**src/rtl/id_exe_reg_if.sv**
```systemverilog
// ID->EXE stage bundle: decoded control word, operands and stall/flush
// controls from upstream, plus the registered copies and debug counters.
interface id_exe_reg_if #(
  parameter int unsigned DATA_W     = 32,
  parameter int unsigned REG_ADDR_W = 5,
  parameter int unsigned CNT_W      = 16
) ();

  logic                  mem_stall;
  logic                  flush;
  logic                  hazard_stall;

  logic [3:0]            exec_cmd_in;
  logic                  mem_r_en_in;
  logic                  mem_w_en_in;
  logic                  wb_en_in;
  logic                  is_imm_in;
  logic                  single_src_in;
  logic [1:0]            branch_type_in;
  logic [1:0]            swp_sel_in;
  logic [DATA_W-1:0]     pc_in;
  logic [DATA_W-1:0]     val1_in;
  logic [DATA_W-1:0]     val2_in;
  logic [DATA_W-1:0]     st_val_in;
  logic [REG_ADDR_W-1:0] dest_in;
  logic [REG_ADDR_W-1:0] src1_in;
  logic [REG_ADDR_W-1:0] src2_in;

  logic [3:0]            exec_cmd_out;
  logic                  mem_r_en_out;
  logic                  mem_w_en_out;
  logic                  wb_en_out;
  logic                  is_imm_out;
  logic                  single_src_out;
  logic [1:0]            branch_type_out;
  logic [1:0]            swp_sel_out;
  logic [DATA_W-1:0]     pc_out;
  logic [DATA_W-1:0]     val1_out;
  logic [DATA_W-1:0]     val2_out;
  logic [DATA_W-1:0]     st_val_out;
  logic [REG_ADDR_W-1:0] dest_out;
  logic [REG_ADDR_W-1:0] src1_out;
  logic [REG_ADDR_W-1:0] src2_out;
  logic                  valid_out;
  logic [CNT_W-1:0]      issue_cnt;
  logic [CNT_W-1:0]      bubble_cnt;
  logic                  swp_err;

  modport master (
    output mem_stall, flush, hazard_stall,
    output exec_cmd_in, mem_r_en_in, mem_w_en_in, wb_en_in, is_imm_in, single_src_in,
    output branch_type_in, swp_sel_in, pc_in, val1_in, val2_in, st_val_in,
    output dest_in, src1_in, src2_in,
    input  exec_cmd_out, mem_r_en_out, mem_w_en_out, wb_en_out, is_imm_out, single_src_out,
    input  branch_type_out, swp_sel_out, pc_out, val1_out, val2_out, st_val_out,
    input  dest_out, src1_out, src2_out,
    input  valid_out, issue_cnt, bubble_cnt, swp_err
  );

  modport slave (
    input  mem_stall, flush, hazard_stall,
    input  exec_cmd_in, mem_r_en_in, mem_w_en_in, wb_en_in, is_imm_in, single_src_in,
    input  branch_type_in, swp_sel_in, pc_in, val1_in, val2_in, st_val_in,
    input  dest_in, src1_in, src2_in,
    output exec_cmd_out, mem_r_en_out, mem_w_en_out, wb_en_out, is_imm_out, single_src_out,
    output branch_type_out, swp_sel_out, pc_out, val1_out, val2_out, st_val_out,
    output dest_out, src1_out, src2_out,
    output valid_out, issue_cnt, bubble_cnt, swp_err
  );

endinterface

```
**src/rtl/id_exe_reg.sv**
```systemverilog
// ID/EXE pipeline register with memory-stall hold, flush/hazard bubbles,
// swap-pair sequencing check and saturating issue/bubble counters.
module id_exe_reg #(
  parameter int unsigned DATA_W     = 32,
  parameter int unsigned REG_ADDR_W = 5,
  parameter int unsigned CNT_W      = 16
) (
  input  logic         clk,
  input  logic         rst,
  id_exe_reg_if.slave  bus
);

  typedef struct packed {
    logic [3:0]            exec_cmd;
    logic                  mem_r_en;
    logic                  mem_w_en;
    logic                  wb_en;
    logic                  is_imm;
    logic                  single_src;
    logic [1:0]            branch_type;
    logic [1:0]            swp_sel;
    logic [DATA_W-1:0]     pc;
    logic [DATA_W-1:0]     val1;
    logic [DATA_W-1:0]     val2;
    logic [DATA_W-1:0]     st_val;
    logic [REG_ADDR_W-1:0] dest;
    logic [REG_ADDR_W-1:0] src1;
    logic [REG_ADDR_W-1:0] src2;
  } stage_t;

  stage_t           stage_q, stage_d, in_c;
  logic             valid_q, valid_d;
  logic [CNT_W-1:0] issue_cnt_q, issue_cnt_d;
  logic [CNT_W-1:0] bubble_cnt_q, bubble_cnt_d;
  logic             swp_pending_q, swp_pending_d;
  logic             swp_err_q, swp_err_d;

  assign in_c = '{
    exec_cmd:    bus.exec_cmd_in,
    mem_r_en:    bus.mem_r_en_in,
    mem_w_en:    bus.mem_w_en_in,
    wb_en:       bus.wb_en_in,
    is_imm:      bus.is_imm_in,
    single_src:  bus.single_src_in,
    branch_type: bus.branch_type_in,
    swp_sel:     bus.swp_sel_in,
    pc:          bus.pc_in,
    val1:        bus.val1_in,
    val2:        bus.val2_in,
    st_val:      bus.st_val_in,
    dest:        bus.dest_in,
    src1:        bus.src1_in,
    src2:        bus.src2_in
  };

  // Next-state: stall holds everything, flush/hazard insert a bubble, else load.
  always_comb begin
    stage_d       = stage_q;
    valid_d       = valid_q;
    issue_cnt_d   = issue_cnt_q;
    bubble_cnt_d  = bubble_cnt_q;
    swp_pending_d = swp_pending_q;
    swp_err_d     = swp_err_q;

    if (bus.mem_stall) begin
      stage_d = stage_q;
    end else if (bus.flush || bus.hazard_stall) begin
      stage_d = '0;
      valid_d = 1'b0;
      if (bubble_cnt_q != '1) bubble_cnt_d = bubble_cnt_q + CNT_W'(1);
      // A taken branch kills the first swap half; a hazard only delays the second.
      if (bus.flush) swp_pending_d = 1'b0;
    end else begin
      stage_d = in_c;
      valid_d = 1'b1;
      if (issue_cnt_q != '1) issue_cnt_d = issue_cnt_q + CNT_W'(1);
      unique case (bus.swp_sel_in)
        2'b01: begin
          if (swp_pending_q) swp_err_d = 1'b1;
          swp_pending_d = 1'b1;
        end
        2'b10: begin
          if (!swp_pending_q) swp_err_d = 1'b1;
          swp_pending_d = 1'b0;
        end
        2'b00: begin
          if (swp_pending_q) swp_err_d = 1'b1;
          swp_pending_d = 1'b0;
        end
        default: swp_err_d = 1'b1;
      endcase
    end
  end

  always_ff @(posedge clk) begin
    if (rst) begin
      stage_q       <= '0;
      valid_q       <= 1'b0;
      issue_cnt_q   <= '0;
      bubble_cnt_q  <= '0;
      swp_pending_q <= 1'b0;
      swp_err_q     <= 1'b0;
    end else begin
      stage_q       <= stage_d;
      valid_q       <= valid_d;
      issue_cnt_q   <= issue_cnt_d;
      bubble_cnt_q  <= bubble_cnt_d;
      swp_pending_q <= swp_pending_d;
      swp_err_q     <= swp_err_d;
    end
  end

  assign bus.exec_cmd_out    = stage_q.exec_cmd;
  assign bus.mem_r_en_out    = stage_q.mem_r_en;
  assign bus.mem_w_en_out    = stage_q.mem_w_en;
  assign bus.wb_en_out       = stage_q.wb_en;
  assign bus.is_imm_out      = stage_q.is_imm;
  assign bus.single_src_out  = stage_q.single_src;
  assign bus.branch_type_out = stage_q.branch_type;
  assign bus.swp_sel_out     = stage_q.swp_sel;
  assign bus.pc_out          = stage_q.pc;
  assign bus.val1_out        = stage_q.val1;
  assign bus.val2_out        = stage_q.val2;
  assign bus.st_val_out      = stage_q.st_val;
  assign bus.dest_out        = stage_q.dest;
  assign bus.src1_out        = stage_q.src1;
  assign bus.src2_out        = stage_q.src2;
  assign bus.valid_out       = valid_q;
  assign bus.issue_cnt       = issue_cnt_q;
  assign bus.bubble_cnt      = bubble_cnt_q;
  assign bus.swp_err         = swp_err_q;

endmodule

```
**src/flat_wrapper.sv**
```systemverilog
// flat-port wrapper written by rule: the top's interface ports become plain ports
module id_exe_reg_flat 
#(
  parameter int unsigned DATA_W     = 32,
  parameter int unsigned REG_ADDR_W = 5,
  parameter int unsigned CNT_W      = 16
)
  (clk, rst, bus_mem_stall, bus_flush, bus_hazard_stall, bus_exec_cmd_in, bus_mem_r_en_in, bus_mem_w_en_in, bus_wb_en_in, bus_is_imm_in, bus_single_src_in, bus_branch_type_in, bus_swp_sel_in, bus_pc_in, bus_val1_in, bus_val2_in, bus_st_val_in, bus_dest_in, bus_src1_in, bus_src2_in, bus_exec_cmd_out, bus_mem_r_en_out, bus_mem_w_en_out, bus_wb_en_out, bus_is_imm_out, bus_single_src_out, bus_branch_type_out, bus_swp_sel_out, bus_pc_out, bus_val1_out, bus_val2_out, bus_st_val_out, bus_dest_out, bus_src1_out, bus_src2_out, bus_valid_out, bus_issue_cnt, bus_bubble_cnt, bus_swp_err);
  id_exe_reg_if #(.DATA_W(DATA_W), .REG_ADDR_W(REG_ADDR_W), .CNT_W(CNT_W)) bus_i ();
  input  logic clk;
  input  logic rst;
  input wire logic [$bits(bus_i.mem_stall)-1:0] bus_mem_stall;
  input wire logic [$bits(bus_i.flush)-1:0] bus_flush;
  input wire logic [$bits(bus_i.hazard_stall)-1:0] bus_hazard_stall;
  input wire logic [$bits(bus_i.exec_cmd_in)-1:0] bus_exec_cmd_in;
  input wire logic [$bits(bus_i.mem_r_en_in)-1:0] bus_mem_r_en_in;
  input wire logic [$bits(bus_i.mem_w_en_in)-1:0] bus_mem_w_en_in;
  input wire logic [$bits(bus_i.wb_en_in)-1:0] bus_wb_en_in;
  input wire logic [$bits(bus_i.is_imm_in)-1:0] bus_is_imm_in;
  input wire logic [$bits(bus_i.single_src_in)-1:0] bus_single_src_in;
  input wire logic [$bits(bus_i.branch_type_in)-1:0] bus_branch_type_in;
  input wire logic [$bits(bus_i.swp_sel_in)-1:0] bus_swp_sel_in;
  input wire logic [$bits(bus_i.pc_in)-1:0] bus_pc_in;
  input wire logic [$bits(bus_i.val1_in)-1:0] bus_val1_in;
  input wire logic [$bits(bus_i.val2_in)-1:0] bus_val2_in;
  input wire logic [$bits(bus_i.st_val_in)-1:0] bus_st_val_in;
  input wire logic [$bits(bus_i.dest_in)-1:0] bus_dest_in;
  input wire logic [$bits(bus_i.src1_in)-1:0] bus_src1_in;
  input wire logic [$bits(bus_i.src2_in)-1:0] bus_src2_in;
  output wire logic [$bits(bus_i.exec_cmd_out)-1:0] bus_exec_cmd_out;
  output wire logic [$bits(bus_i.mem_r_en_out)-1:0] bus_mem_r_en_out;
  output wire logic [$bits(bus_i.mem_w_en_out)-1:0] bus_mem_w_en_out;
  output wire logic [$bits(bus_i.wb_en_out)-1:0] bus_wb_en_out;
  output wire logic [$bits(bus_i.is_imm_out)-1:0] bus_is_imm_out;
  output wire logic [$bits(bus_i.single_src_out)-1:0] bus_single_src_out;
  output wire logic [$bits(bus_i.branch_type_out)-1:0] bus_branch_type_out;
  output wire logic [$bits(bus_i.swp_sel_out)-1:0] bus_swp_sel_out;
  output wire logic [$bits(bus_i.pc_out)-1:0] bus_pc_out;
  output wire logic [$bits(bus_i.val1_out)-1:0] bus_val1_out;
  output wire logic [$bits(bus_i.val2_out)-1:0] bus_val2_out;
  output wire logic [$bits(bus_i.st_val_out)-1:0] bus_st_val_out;
  output wire logic [$bits(bus_i.dest_out)-1:0] bus_dest_out;
  output wire logic [$bits(bus_i.src1_out)-1:0] bus_src1_out;
  output wire logic [$bits(bus_i.src2_out)-1:0] bus_src2_out;
  output wire logic [$bits(bus_i.valid_out)-1:0] bus_valid_out;
  output wire logic [$bits(bus_i.issue_cnt)-1:0] bus_issue_cnt;
  output wire logic [$bits(bus_i.bubble_cnt)-1:0] bus_bubble_cnt;
  output wire logic [$bits(bus_i.swp_err)-1:0] bus_swp_err;
  assign bus_i.mem_stall = bus_mem_stall;
  assign bus_i.flush = bus_flush;
  assign bus_i.hazard_stall = bus_hazard_stall;
  assign bus_i.exec_cmd_in = bus_exec_cmd_in;
  assign bus_i.mem_r_en_in = bus_mem_r_en_in;
  assign bus_i.mem_w_en_in = bus_mem_w_en_in;
  assign bus_i.wb_en_in = bus_wb_en_in;
  assign bus_i.is_imm_in = bus_is_imm_in;
  assign bus_i.single_src_in = bus_single_src_in;
  assign bus_i.branch_type_in = bus_branch_type_in;
  assign bus_i.swp_sel_in = bus_swp_sel_in;
  assign bus_i.pc_in = bus_pc_in;
  assign bus_i.val1_in = bus_val1_in;
  assign bus_i.val2_in = bus_val2_in;
  assign bus_i.st_val_in = bus_st_val_in;
  assign bus_i.dest_in = bus_dest_in;
  assign bus_i.src1_in = bus_src1_in;
  assign bus_i.src2_in = bus_src2_in;
  assign bus_exec_cmd_out = bus_i.exec_cmd_out;
  assign bus_mem_r_en_out = bus_i.mem_r_en_out;
  assign bus_mem_w_en_out = bus_i.mem_w_en_out;
  assign bus_wb_en_out = bus_i.wb_en_out;
  assign bus_is_imm_out = bus_i.is_imm_out;
  assign bus_single_src_out = bus_i.single_src_out;
  assign bus_branch_type_out = bus_i.branch_type_out;
  assign bus_swp_sel_out = bus_i.swp_sel_out;
  assign bus_pc_out = bus_i.pc_out;
  assign bus_val1_out = bus_i.val1_out;
  assign bus_val2_out = bus_i.val2_out;
  assign bus_st_val_out = bus_i.st_val_out;
  assign bus_dest_out = bus_i.dest_out;
  assign bus_src1_out = bus_i.src1_out;
  assign bus_src2_out = bus_i.src2_out;
  assign bus_valid_out = bus_i.valid_out;
  assign bus_issue_cnt = bus_i.issue_cnt;
  assign bus_bubble_cnt = bus_i.bubble_cnt;
  assign bus_swp_err = bus_i.swp_err;
  id_exe_reg #(.DATA_W(DATA_W), .REG_ADDR_W(REG_ADDR_W), .CNT_W(CNT_W)) u_core (.clk(clk), .rst(rst), .bus(bus_i));
endmodule
```
**config.mk**
```make
export PLATFORM = sky130hd
export DESIGN_NAME = id_exe_reg_flat
export DESIGN_NICKNAME = d
export VERILOG_FILES = /design/src/rtl/id_exe_reg_if.sv /design/src/rtl/id_exe_reg.sv /design/src/flat_wrapper.sv
export SDC_FILE = /design/constraint.sdc
export NUM_CORES = 1
export LEC_CHECK = 0
export CAP_MARGIN = 30
export CORE_AREA = 2 2 134 136
export CTS_CLUSTER_DIAMETER = 120
export CTS_CLUSTER_SIZE = 16
export DETAILED_ROUTE_END_ITERATION = 10
export DIE_AREA = 0 0 136 138
export MAX_ROUTING_LAYER = met4
export PLACE_DENSITY = 0.82
export SYNTH_ARGS = -nofsm -noshare
export SYNTH_HDL_FRONTEND = slang
export SYNTH_SLANG_ARGS = --single-unit
```
**constraint.sdc**
```tcl
create_clock -name clk -period 4 [get_ports clk]
set_input_delay 0.8 -clock clk [delete_from_list [all_inputs] [get_ports clk]]
set_output_delay 0.8 -clock clk [all_outputs]
set_load 0.1 [all_outputs]
```
* Yosys cells after proc, flatten, opt, wreduce, memory -nomap -nowiden
Cells that the tools add are included.
Storage, ports and cells: latch bits 0, bits in read-only memories 0, memories kept 0, bits of input ports 161, register bits 191, output and inout bits 190, RAM bits 0, word-level logic and storage cells 48
Operators by class: bitwise operators 2, magnitude comparators 0, add/sub/neg operators 2, shifts and indexed selects 0, reduce and logical (&&, ||, !) cells 9, eq/ne operators 7, divide/modulo/power cells 0, mux-type cells 8, multiply operators 0
Operators by type and width (count):
- $mux 156 | 1
- $add 16x1->16 const B | 2
- $ne 16x16->1 const B | 2
- $reduce_and 3->1 | 3
- $mux 1 | 5
- $ne 2x2->1 const B | 2
- $pmux 1 s2 | 2
- $reduce_and 4->1 | 1
- $reduce_or 2->1 | 2
- $reduce_bool 3->1 | 1
- $eq 2x1->1 const B | 1
- $eq 2x2->1 const B | 1
- $logic_not 2->1 | 1
- $ne 2x1->1 const B | 1
- $not 1->1 | 2
- $logic_or 1x1->1 | 1

* Logic depth before layout (Yosys ltp)
Gate-level depths: netlist (run 1).
depth in word-level cells 4, gate-level depth with buffers 6, mapped depth without buffers 5

* Worst setup path before layout (run 1)
Ideal clock, no wire load.
path type reg2reg, start reg u_core.bubble_cnt_q[0], in the netlist u_core.bus.bubble_cnt[0], end reg u_core.bubble_cnt_q[8], in the netlist u_core.bus.bubble_cnt[8], required time 3.879 ns, setup time 0.121 ns, clock period less this slack 2.539 ns, slack 1.461 ns, stages on the path, launching flop included 6, arrival time 2.419 ns, path buffers 0, path through dfxtp_1 -> ha_1 -> nand3_1 -> or2_1 -> nor4b_1 -> mux2_2
Between the ends: cells in the longest elaborated chain, start to end 2, elaborated cells on any way between the ends 3, those cells by class add/sub: 1; eq/ne: 1; reduce/logical: 1
RTL lines:
- from (decl) | line id_exe_reg.sv:34 | logic [CNT_W-1:0] bubble_cnt_q, bubble_cnt_d;
- from (signal assigned) | line id_exe_reg.sv:107 | bubble_cnt_q <= bubble_cnt_d;
- parallel branches: the longest is 2 deep, another holds $add 16x1->16
Several ways; the timed one is not identified. A chain may end at the register's enable or synchronous reset.

* Worst setup path after layout (run 1)
start reg u_core.issue_cnt_q[5], in the netlist u_core.bus.issue_cnt[5], end out bus_issue_cnt[5]
RTL lines:
- from (decl) | line id_exe_reg.sv:33 | logic [CNT_W-1:0] issue_cnt_q, issue_cnt_d;
- from (signal assigned) | line id_exe_reg.sv:106 | issue_cnt_q <= issue_cnt_d;
- to (decl) | line flat_wrapper.sv:46 | output wire logic [$bits(bus_i.issue_cnt)-1:0] bus_issue_cnt;
No word-level cell between the ends.

==> results of run 1 <==
metrics by stage:
stage                     instances  hold WS, ns
final                          1290        0.455
after global routing           1290        0.497
after CTS                      1290        0.455
after detailed placement       1258        0.443
after global placement         1254        0.432
after floorplan                 728        0.491
final cells by class:
cell class	instances	area, um^2
multi-input cells	475	2870
well taps	229	287
fillers	1460	6210
clock buffers	20	467
repair buffers	359	3690
clock inverters	12	169
flip-flops and latches	191	3820
inverters	4	15.0
cells in the mapped netlist (4+ instances only):
cell type,number
a211oi_1,4
nor2_1,175
dfxtp_1,191
nor2b_1,13
a22oi_1,156
nor3_1,6
o21ai_0,6
a21oi_1,16
inv_1,4
mux2_2,8
and3_1,6
nand3_1,14
or3_1,4
nand2_1,9
nor4_1,6
clkbuf_1,53
final timing paths:
check                                        startpoint                 endpoint  slack, ns  cells after the start
worst max register to register  u_core.bus.issue_cnt[0]  u_core.bus.issue_cnt[1]       2.01                      5
worst min-delay path                 u_core.bus.swp_err       u_core.bus.swp_err       0.46                      2
worst max-delay path            u_core.bus.issue_cnt[5]         bus_issue_cnt[5]       1.11                      1
worst min register to register       u_core.bus.swp_err       u_core.bus.swp_err       0.46                      2
kinds of logic after synthesis:
logic type | after synthesis | share of synthesized area (%)
AOI/OAI and AO/OA | 202 | 21.4
xor gates and xnor gates | 3 | 0.379
adders and majority gates | 2 | 0.360
buffers and inverters | 62 | 3.61
DFF | 191 | 55.1
muxes | 13 | 2.13
and+or+nand+nor | 255 | 17.0
layer usage:
layer  GRT usage (%)  vias to the layer above  part of all wire, %
met5               -                        -                    0
met4            9.32                        0                  3.1
met3            7.11                       45                  7.5
met2            39.3                      270                   50
met1            26.7                     3143                   40
li1                -                     3275                    -
flip-flops by register name, summed over array words and instances (netlist names), 4 cells and up:
name and count:
u_core.bus.pc_out 32, u_core.bus.st_val_out 32, u_core.bus.val1_out 32, u_core.bus.val2_out 32, u_core.bus.bubble_cnt 16, u_core.bus.issue_cnt 16
u_core.bus.dest_out 5, u_core.bus.src1_out 5, u_core.bus.src2_out 5, u_core.bus.exec_cmd_out 4
power by group through the flow:
stage / registers [mW] / logic [mW] / clock network, mW
4_1_cts: 1.97 / 0.713 / 1.87
3_5_place_dp: 2.01 / 0.711 / 0
2_1_floorplan: 2.30 / 0.132 / 0
6_report: 1.97 / 0.710 / 1.83
5_1_grt: 1.97 / 0.744 / 1.94
3_3_place_gp: 2.01 / 0.700 / 0
==> results.md, run 1 <==
- Post-route minimum period: 2.89 ns
- Slew Limit Fails: 0
- Synth-to-Final Area Change: 63.1%
- Maximum buffer depth of the clock tree: 2
- Startpoint Class: flop
- Die Wd: 136 um
- Routed WL per cell: 16.9 um
- Worst-margin pin slew: slightly above 1 ns
- Cts repair resizes: 0
- Synth Cell Area: between 6000 and 7000 um^2
- Vias per cell: 5.22
- Delay-heaviest family, CP: buffers and inverters
- Status: finished, final reports clean
- Drt initial violations: 321
- Psw: 1.26 mW
- Top_reg_cell synth: dfxtp_1
- Most common cell after layout, fill and taps aside: clkdlybuf4s50_1
- Max Clock Skew: 0.0141 ns
- Crit. End Element: output pin
- Root buffer cell: clkbuf_16
- Synthesized flop and latch total: 191
- Post-CTS Setup Repair Bufs: 0
- Synth Instances: 728
- CTS buffer count: 17
- Post-place instance area: about 11000 um^2
- Worst EP arrival: 2.09 ns
- PortBufs: 350
- Largest net degree at the start of global routing: 91
- Num rows: 49
- Final nets: 1211
- Cell taking the most area after synthesis: dfxtp_1
- Worst-Skew Late Latency: 0.43 ns
- Syn avg cell area: ~9.5 um^2
- CTS tree: yes
- Cell internal pwr: 3.25 mW
- Max cap viols: 0
- Vert. Die Dim: roughly 140 um
- Pre-CTS WS: about 1.1 ns
- CP Cell Sequence: clkdlybuf4s50_1
- Async set-or-reset flop fraction in the synthesized netlist: 0%
- Area share of the largest cell type after synthesis: 55.1%
- # setup viols final: 0
- Slowest stage cell, crit path: clkdlybuf4s50_1
- VDD IR-drop max: a little over 0.3 mV
- First-pass iteration count of the detailed router: 5
- RSZ-0062 raised after global routing: false
- DRC violations left: 0
- Leak: 4.08 nW
- Sum of negative setup slack: 0 ns
- Max incr delay on CP: around 1.2 ns
- CTS H-Tree Depth: 4
- Io pins: ~350
- Clock power frac: 40.6%
- Slew headroom: a little under a third
- Commonest cells after routing, fill and taps aside: 348 x clkdlybuf4s50_1, 191 x dfxtp_1, 175 x nor2_1
- Die ar.: 18800 um^2
- Yosys cell types: 49
- Setup ws final: 1.11 ns
- Post-route ant nets: 0
- Clock sinks: 191
- Grt ovf: 0
- Util after Layout: 64.6%
- Sequential share of the synthesized area: 55.1%
- Power share of the combinational group: 15.7%
- Hold/Removal Path Class: flop to flop
- Setup CP Type: flop to output pin
- Clock Pin Slew Worst Setup and Hold Paths: about 0.070 ns
- Ant diodes: 0
- Final Cycle Share: 72.2%
- EDFF count, synth: 0
- Starting Density: roughly 40%
- Routed vias: 6733
- Yosys warns: 0
- Routability cong.: 0.835
- Sequential Power Share: 43.6%
- Initial antenna violation count: 0
- Layout cells sized above 1: 5.84%
- WP buf/inv: 1
- Final instance area: between 10000 and 15000 um^2
- Power per cell area: 398 nW/um^2
- Max Freq: 0.346 GHz
- Worst endpoint required time: 3.20 ns
- Core box area: 17500 um^2
- Post-synthesis net count: 891
- Final hold violations: 0
- Vias in the first global route: 6734
- # hold bufs at CTS: 0
- Aggregate routed wire length: around 22 mm
- Global-route wire length before repair: 34.7 mm
- Synth area leaders: dfxtp_1 55%, a22oi_1 17%, nor2_1 9.5%
- Tot GR Track Use: approximately a quarter
- Tot Pwr: approximately 4.5 mW
- CP max FO: 7
- Switch share: 27.9%
- DP Wirelength: 15.3 mm
(Power assumes the default switching activity.)
==> inputs of run 2 (changes only) <==
Settings changed: CORE_AREA 2 2 134 136 to default, CORE_MARGIN from default to 2, CORE_UTILIZATION from default to 40, DIE_AREA 0 0 136 138 to default, PLACE_DENSITY 0.82 to 0.81.
Clock period 4 ns to 2.8 ns, I/O delays scaled along.
==> results.md, run 2 (synthesized netlist as in run 1, its figures left out) <==
- Slew headroom: 40.5% (+10 points)
- DRC violations left: 0 (unchanged)
- Final hold violations: 0 (unchanged)
- Area occupied by multi-input gates: 2870 um^2 (unchanged)
- DP Wirelength: 15.2 mm (-0.41%)
- Worst-margin pin slew: 0.893 ns (-0.147 ns)
- Post-CTS Setup Repair Bufs: 0 (unchanged)
- Tot GR Track Use: 22.9% (-0.84 points)
- Routed vias: 6766 (+0.49%)
- Drt initial violations: 541 (+69%)
- CTS H-Tree Depth: 4 (unchanged)
- Startpoint Class: input port
- Power per cell area: 576 nW/um^2 (+45%)
- Vias per cell: 5.27 (+0.88%)
- R2r setup slk: 0.83 ns (-1.18 ns)
- Slew Limit Fails: 0 (unchanged)
- Pre-CTS WS: 0.171 ns (-0.961 ns)
- CP Cell Sequence: clkdlybuf4s50_1, or3_1, nor4_4, o211ai_1, mux2_4
- Aggregate routed wire length: 21.8 mm (-0.16%)
- Cell count of the worst hold path: 2 (unchanged)
- Clock sinks: 191 (unchanged)
- Max cap viols: 0 (unchanged)
- Most common cell after layout, fill and taps aside: buf_4
- Worst r2r path cells: 5 (unchanged)
- CP max FO: 8 (+1)
- CP Depth: 5 (+4)
- Largest net degree at the start of global routing: 94 (+3.3%)
- WP buf/inv: 1 (unchanged)
- Final nets: 1210 (-0.083%)
- Max Clock Skew: 0.00819 ns (-0.00593 ns)
- Setup CP Type: input port to flop
- CTS tree: yes
- Max Freq: between 0.4 and 0.5 GHz
- Commonest cells after routing, fill and taps aside: 196 x buf_4, 191 x dfxtp_1, 175 x nor2_1
- Num rows: 48 (-2.0%)
- Clock Pin Slew Worst Setup and Hold Paths: 0.07 ns (about the same)
- Routed WL per cell: 16.9 um (+0.23%)
- Sequential cell area: 3820 um^2 (unchanged)
- Ant diodes: 0 (unchanged)
- RSZ-0062 raised after global routing: false
- PortBufs: 350 (unchanged)
- Vert. Die Dim: 136 um (-1.6%)
- Layout cells sized above 1: 23.6% (+18 points)
- Leak: 4.39 nW (+7.6%)
- Grt ovf: 0 (unchanged)
- Maximum buffer depth of the clock tree: 2 (unchanged)
- Setup ws final: 0.618 ns (-0.496 ns)
- Worst EP arrival: 2.50 ns (+0.41 ns)
- Synth-to-Final Area Change: 54.0%
- Max incr delay on CP: 0.57 ns (-0.63 ns)
- Post-route minimum period: 2.18 ns
- Routability cong.: 0.803 (-3.8%)
- VDD IR-drop max: 0.416 mV (+36%)
- Status: finished, final reports clean
- Vias in the first global route: 6288 (-6.6%)
- Io pins: 351 (unchanged)
- # hold bufs at CTS: 0 (unchanged)
- Core box area: 17100 um^2 (-2.4%)
- Initial antenna violation count: 0 (unchanged)
- Hold/Removal Path Class: flop to flop
- Global-route wire length before repair: 32.3 mm (-6.9%)
- Die Wd: 136 um (-0.20%)
- Worst endpoint required time: 3.11 ns (-0.09 ns)
- Slowest stage cell, crit path: or3_1
- Tot Pwr: 6.16 mW (+37%)
- Delay-heaviest family, CP: simple AND/OR/NAND/NOR gates
- Crit. End Element: flop
- # setup viols final: 0 (unchanged)
- Die ar.: 18400 um^2 (-1.8%)
- Worst-Skew Late Latency: 0.42 ns (about the same)
- First-pass iteration count of the detailed router: 5 (unchanged)
- Hold_ws: 0.449 ns (-0.00667 ns)
- Sum of negative setup slack: 0 ns (unchanged)
- Post-route ant nets: 0 (unchanged)
- Fill cells: 1454 (-0.41%)
- Final Cycle Share: 77.9%
- CTS buffer count: 17 (unchanged)
- Starting Density: 40.5% (+0.97 points)
- Root buffer cell: clkbuf_16
- Cts repair resizes: 0 (unchanged)
## run 2: area by class of cell
type / instances / area share [%]
Multi-Input combinational cell: 475 / 26.9
Inverter: 4 / 0.140
Sequential cell: 191 / 35.8
Clock inverter: 14 / 1.35
Timing Repair Buffer: 358 / 29.2
Clock buffer: 18 / 4.01
Tap cell: 225 / 2.63
## run 2: final timing paths
kind                           start                        to
min reg2reg       u_core.bus.swp_err        u_core.bus.swp_err
max                 bus_hazard_stall  u_core.bus.issue_cnt[13]
max reg2reg  u_core.bus.issue_cnt[0]   u_core.bus.issue_cnt[1]
min               u_core.bus.swp_err        u_core.bus.swp_err
## run 2: metal layers
metal  GRT usage (%)  wire length, um
met2            37.2            10700
met5               -                0
met3            7.00             1760
met4            6.71              337
met1            27.5             8970
## run 2: through the flow
step	std cells	utilization, %	instance area [um^2]
2_1_floorplan	728	-	6940
5_1_grt	1285	62.5	10700
4_1_cts	1285	62.5	10700
3_3_place_gp	1253	59.1	10100
3_5_place_dp	1253	59.1	10100
6_report	1285	62.5	10700
## run 2: tightest hold or removal path, stage by stage, from the launching register on
cell and delay (ns):
dfxtp_1 0.31, inv_1 0.05, a21oi_1 0.05
## run 2: report_power, final
part	switching (mW)	total, mW	leakage (nW)	internal, mW
clock	1.17	2.36	0.271	1.19
sequential	0.0359	2.81	1.55	2.77
combinational	0.649	0.988	2.57	0.339
total	1.86	6.16	4.39	4.30
==> RTL change, RTL diff (flow settings as in run 1) <==
`REG_ADDR_W` is set to 5 in 3 places; all go to 7.
--- a/src/rtl/id_exe_reg_if.sv
+++ b/src/rtl/id_exe_reg_if.sv
@@ -2,7 +2,7 @@
 // controls from upstream, plus the registered copies and debug counters.
 interface id_exe_reg_if #(
   parameter int unsigned DATA_W     = 32,
-  parameter int unsigned REG_ADDR_W = 5,
+  parameter int unsigned REG_ADDR_W = 7,
   parameter int unsigned CNT_W      = 16
 ) ();
 
--- a/src/rtl/id_exe_reg.sv
+++ b/src/rtl/id_exe_reg.sv
@@ -2,7 +2,7 @@
 // swap-pair sequencing check and saturating issue/bubble counters.
 module id_exe_reg #(
   parameter int unsigned DATA_W     = 32,
-  parameter int unsigned REG_ADDR_W = 5,
+  parameter int unsigned REG_ADDR_W = 7,
   parameter int unsigned CNT_W      = 16
 ) (
   input  logic         clk,
--- a/src/flat_wrapper.sv
+++ b/src/flat_wrapper.sv
@@ -2,7 +2,7 @@
 module id_exe_reg_flat 
 #(
   parameter int unsigned DATA_W     = 32,
-  parameter int unsigned REG_ADDR_W = 5,
+  parameter int unsigned REG_ADDR_W = 7,
   parameter int unsigned CNT_W      = 16
 )
   (clk, rst, bus_mem_stall, bus_flush, bus_hazard_stall, bus_exec_cmd_in, bus_mem_r_en_in, bus_mem_w_en_in, bus_wb_en_in, bus_is_imm_in, bus_single_src_in, bus_branch_type_in, bus_swp_sel_in, bus_pc_in, bus_val1_in, bus_val2_in, bus_st_val_in, bus_dest_in, bus_src1_in, bus_src2_in, bus_exec_cmd_out, bus_mem_r_en_out, bus_mem_w_en_out, bus_wb_en_out, bus_is_imm_out, bus_single_src_out, bus_branch_type_out, bus_swp_sel_out, bus_pc_out, bus_val1_out, bus_val2_out, bus_st_val_out, bus_dest_out, bus_src1_out, bus_src2_out, bus_valid_out, bus_issue_cnt, bus_bubble_cnt, bus_swp_err);
Ports: changed (6 resized); port bits go from 351 to 363. The function was not compared with the original's and may differ.
==> RTL change against run 1 <==
Wire length rose by 6.4%; clock skew rose by 0.00066 ns; critical endpoint is now bus_issue_cnt[7]; area after synthesis rose by 1.8%; sequential share of layout area rose by 0.22 points; largest cell class unchanged; global-route usage rose by 1.4 points; total power fell by 2.6%; sequential cell count rose by 6; cell area rose by 2.5%; setup slack got worse by 0.044 ns; utilization rose by 1.6 points.
==> RTL change: results (changes against run 1) <==
outcome finished, final reports clean; layout cells sized above 1 0.0517 (-0.00676); largest net degree at the start of global routing 102 (+12%); Starting DRT DRC Count 520 (+62%); Critical Path Fanout Max 8 (+1); syn nets 925 (+3.8%); register area share after synthesis 0.558 (+0.00724); CP arrival 2.13 ns (+0.04 ns); initial antenna violation count 1 (+1); Port Buffer Count 362 (+3.4%); GRT Overall Usage 0.251 (+0.0137); Worst setup endpoint bus_issue_cnt[7]; Routed WL 23200 um (+6.4%); Distinct cells, synth 44 (-10%); worst vdd ir 0.284 mV (-7.2%); Switch Pwr 1.30 mW (+3.4%); Hold WC Path Type reg -> reg; P_leak 4.05 nW (-0.80%); origin of the critical flop-to-flop path u_core.bus.issue_cnt[1]; Worst Skew 0.0148 ns (+0.000660 ns); Via density 5.28 (+1.2%); CP Launch Point u_core.bus.issue_cnt[7]; nets@finish 1260 (+4.0%); reg-to-reg slack, setup 1.67 ns (-0.34 ns); fin crit share 0.733 (+0.0109); DPL Wire Length 16800 um (+9.4%); dpl cell area 11100 um2 (+3.4%); Post-synth top cells 197 x dfxtp_1, 180 x nor2_1, 162 x a22oi_1; Synth Warn # 0 (unchanged); first-pass GRT wire length 36100 um (+4.1%); Slew headroom 0.305 (+0.000401); dpl ws 0.868 ns (-0.265 ns); routability cong. 0.811 (-2.8%)
## RTL change: cell types whose count changed in the layout (fill, tap and decap cells not counted), sizes merged, moves of 7 or more
cell                  run 1  this run
clkdlybuf4s50           348       360
nor2b                    13         5
or3                       4        11
o31ai                     2         9
buf                      11        18
## RTL change: final cells by class
class / count / area, um2
multi-input combinational: 491 / 2860
tap: 229 / 287
timing repair buffer: 378 / 3940
inverter: 6 / 22.5
sequential: 197 / 3940
antenna: 1 / 2.50
clock buffer: 18 / 429
fill: 1399 / 5930
clock inverter: 13 / 118
## RTL change: kinds of logic after synthesis
| group | count (synthesis) | share of synthesized area |
|---|---|---|
| xor+xnor | 1 | 0.00124 |
| compound gates | 212 | 0.216 |
| buf+inv | 68 | 0.0374 |
| simple gates | 268 | 0.172 |
| flops | 197 | 0.558 |
| fa+ha+maj | 2 | 0.00354 |
| mux | 8 | 0.0122 |
## RTL change: metal layers
layer	routed length, um	global-route usage	vias up
li1	-	-	3413
met1	9270	0.296	3335
met3	1400	0.0656	39
met2	11900	0.410	255
met4	607	0.0938	0
met5	0	-	-
## RTL change: worst min path at each step
stage | end | slack [ns]
2_1_floorplan | u_core.swp_pending_q | 0.50
3_3_place_gp | u_core.bus.swp_err | 0.43
3_5_place_dp | u_core.bus.swp_err | 0.44
4_1_cts | u_core.bus.swp_err | 0.45
5_1_grt | u_core.bus.swp_err | 0.50
6_report | u_core.bus.swp_err | 0.45
## RTL change: power by group through the flow
stage	clock [mW]	combinational, mW	sequential, mW
after global placement	0	0.724	2.07
after CTS	1.65	0.744	2.03
after detailed placement	0	0.742	2.07
after global routing	1.74	0.775	2.03
final	1.62	0.742	2.03
after floorplan	0	0.133	2.38
## RTL change: stage by stage
| stage | hold slack, ns | util | std cells |
|---|---|---|---|
| floorplan | 0.498 | - | 756 |
| global placement | 0.433 | 0.618 | 1292 |
| detailed placement | 0.437 | 0.630 | 1301 |
| CTS | 0.447 | 0.662 | 1332 |
| global route | 0.497 | 0.662 | 1333 |
| finish | 0.448 | 0.662 | 1333 |
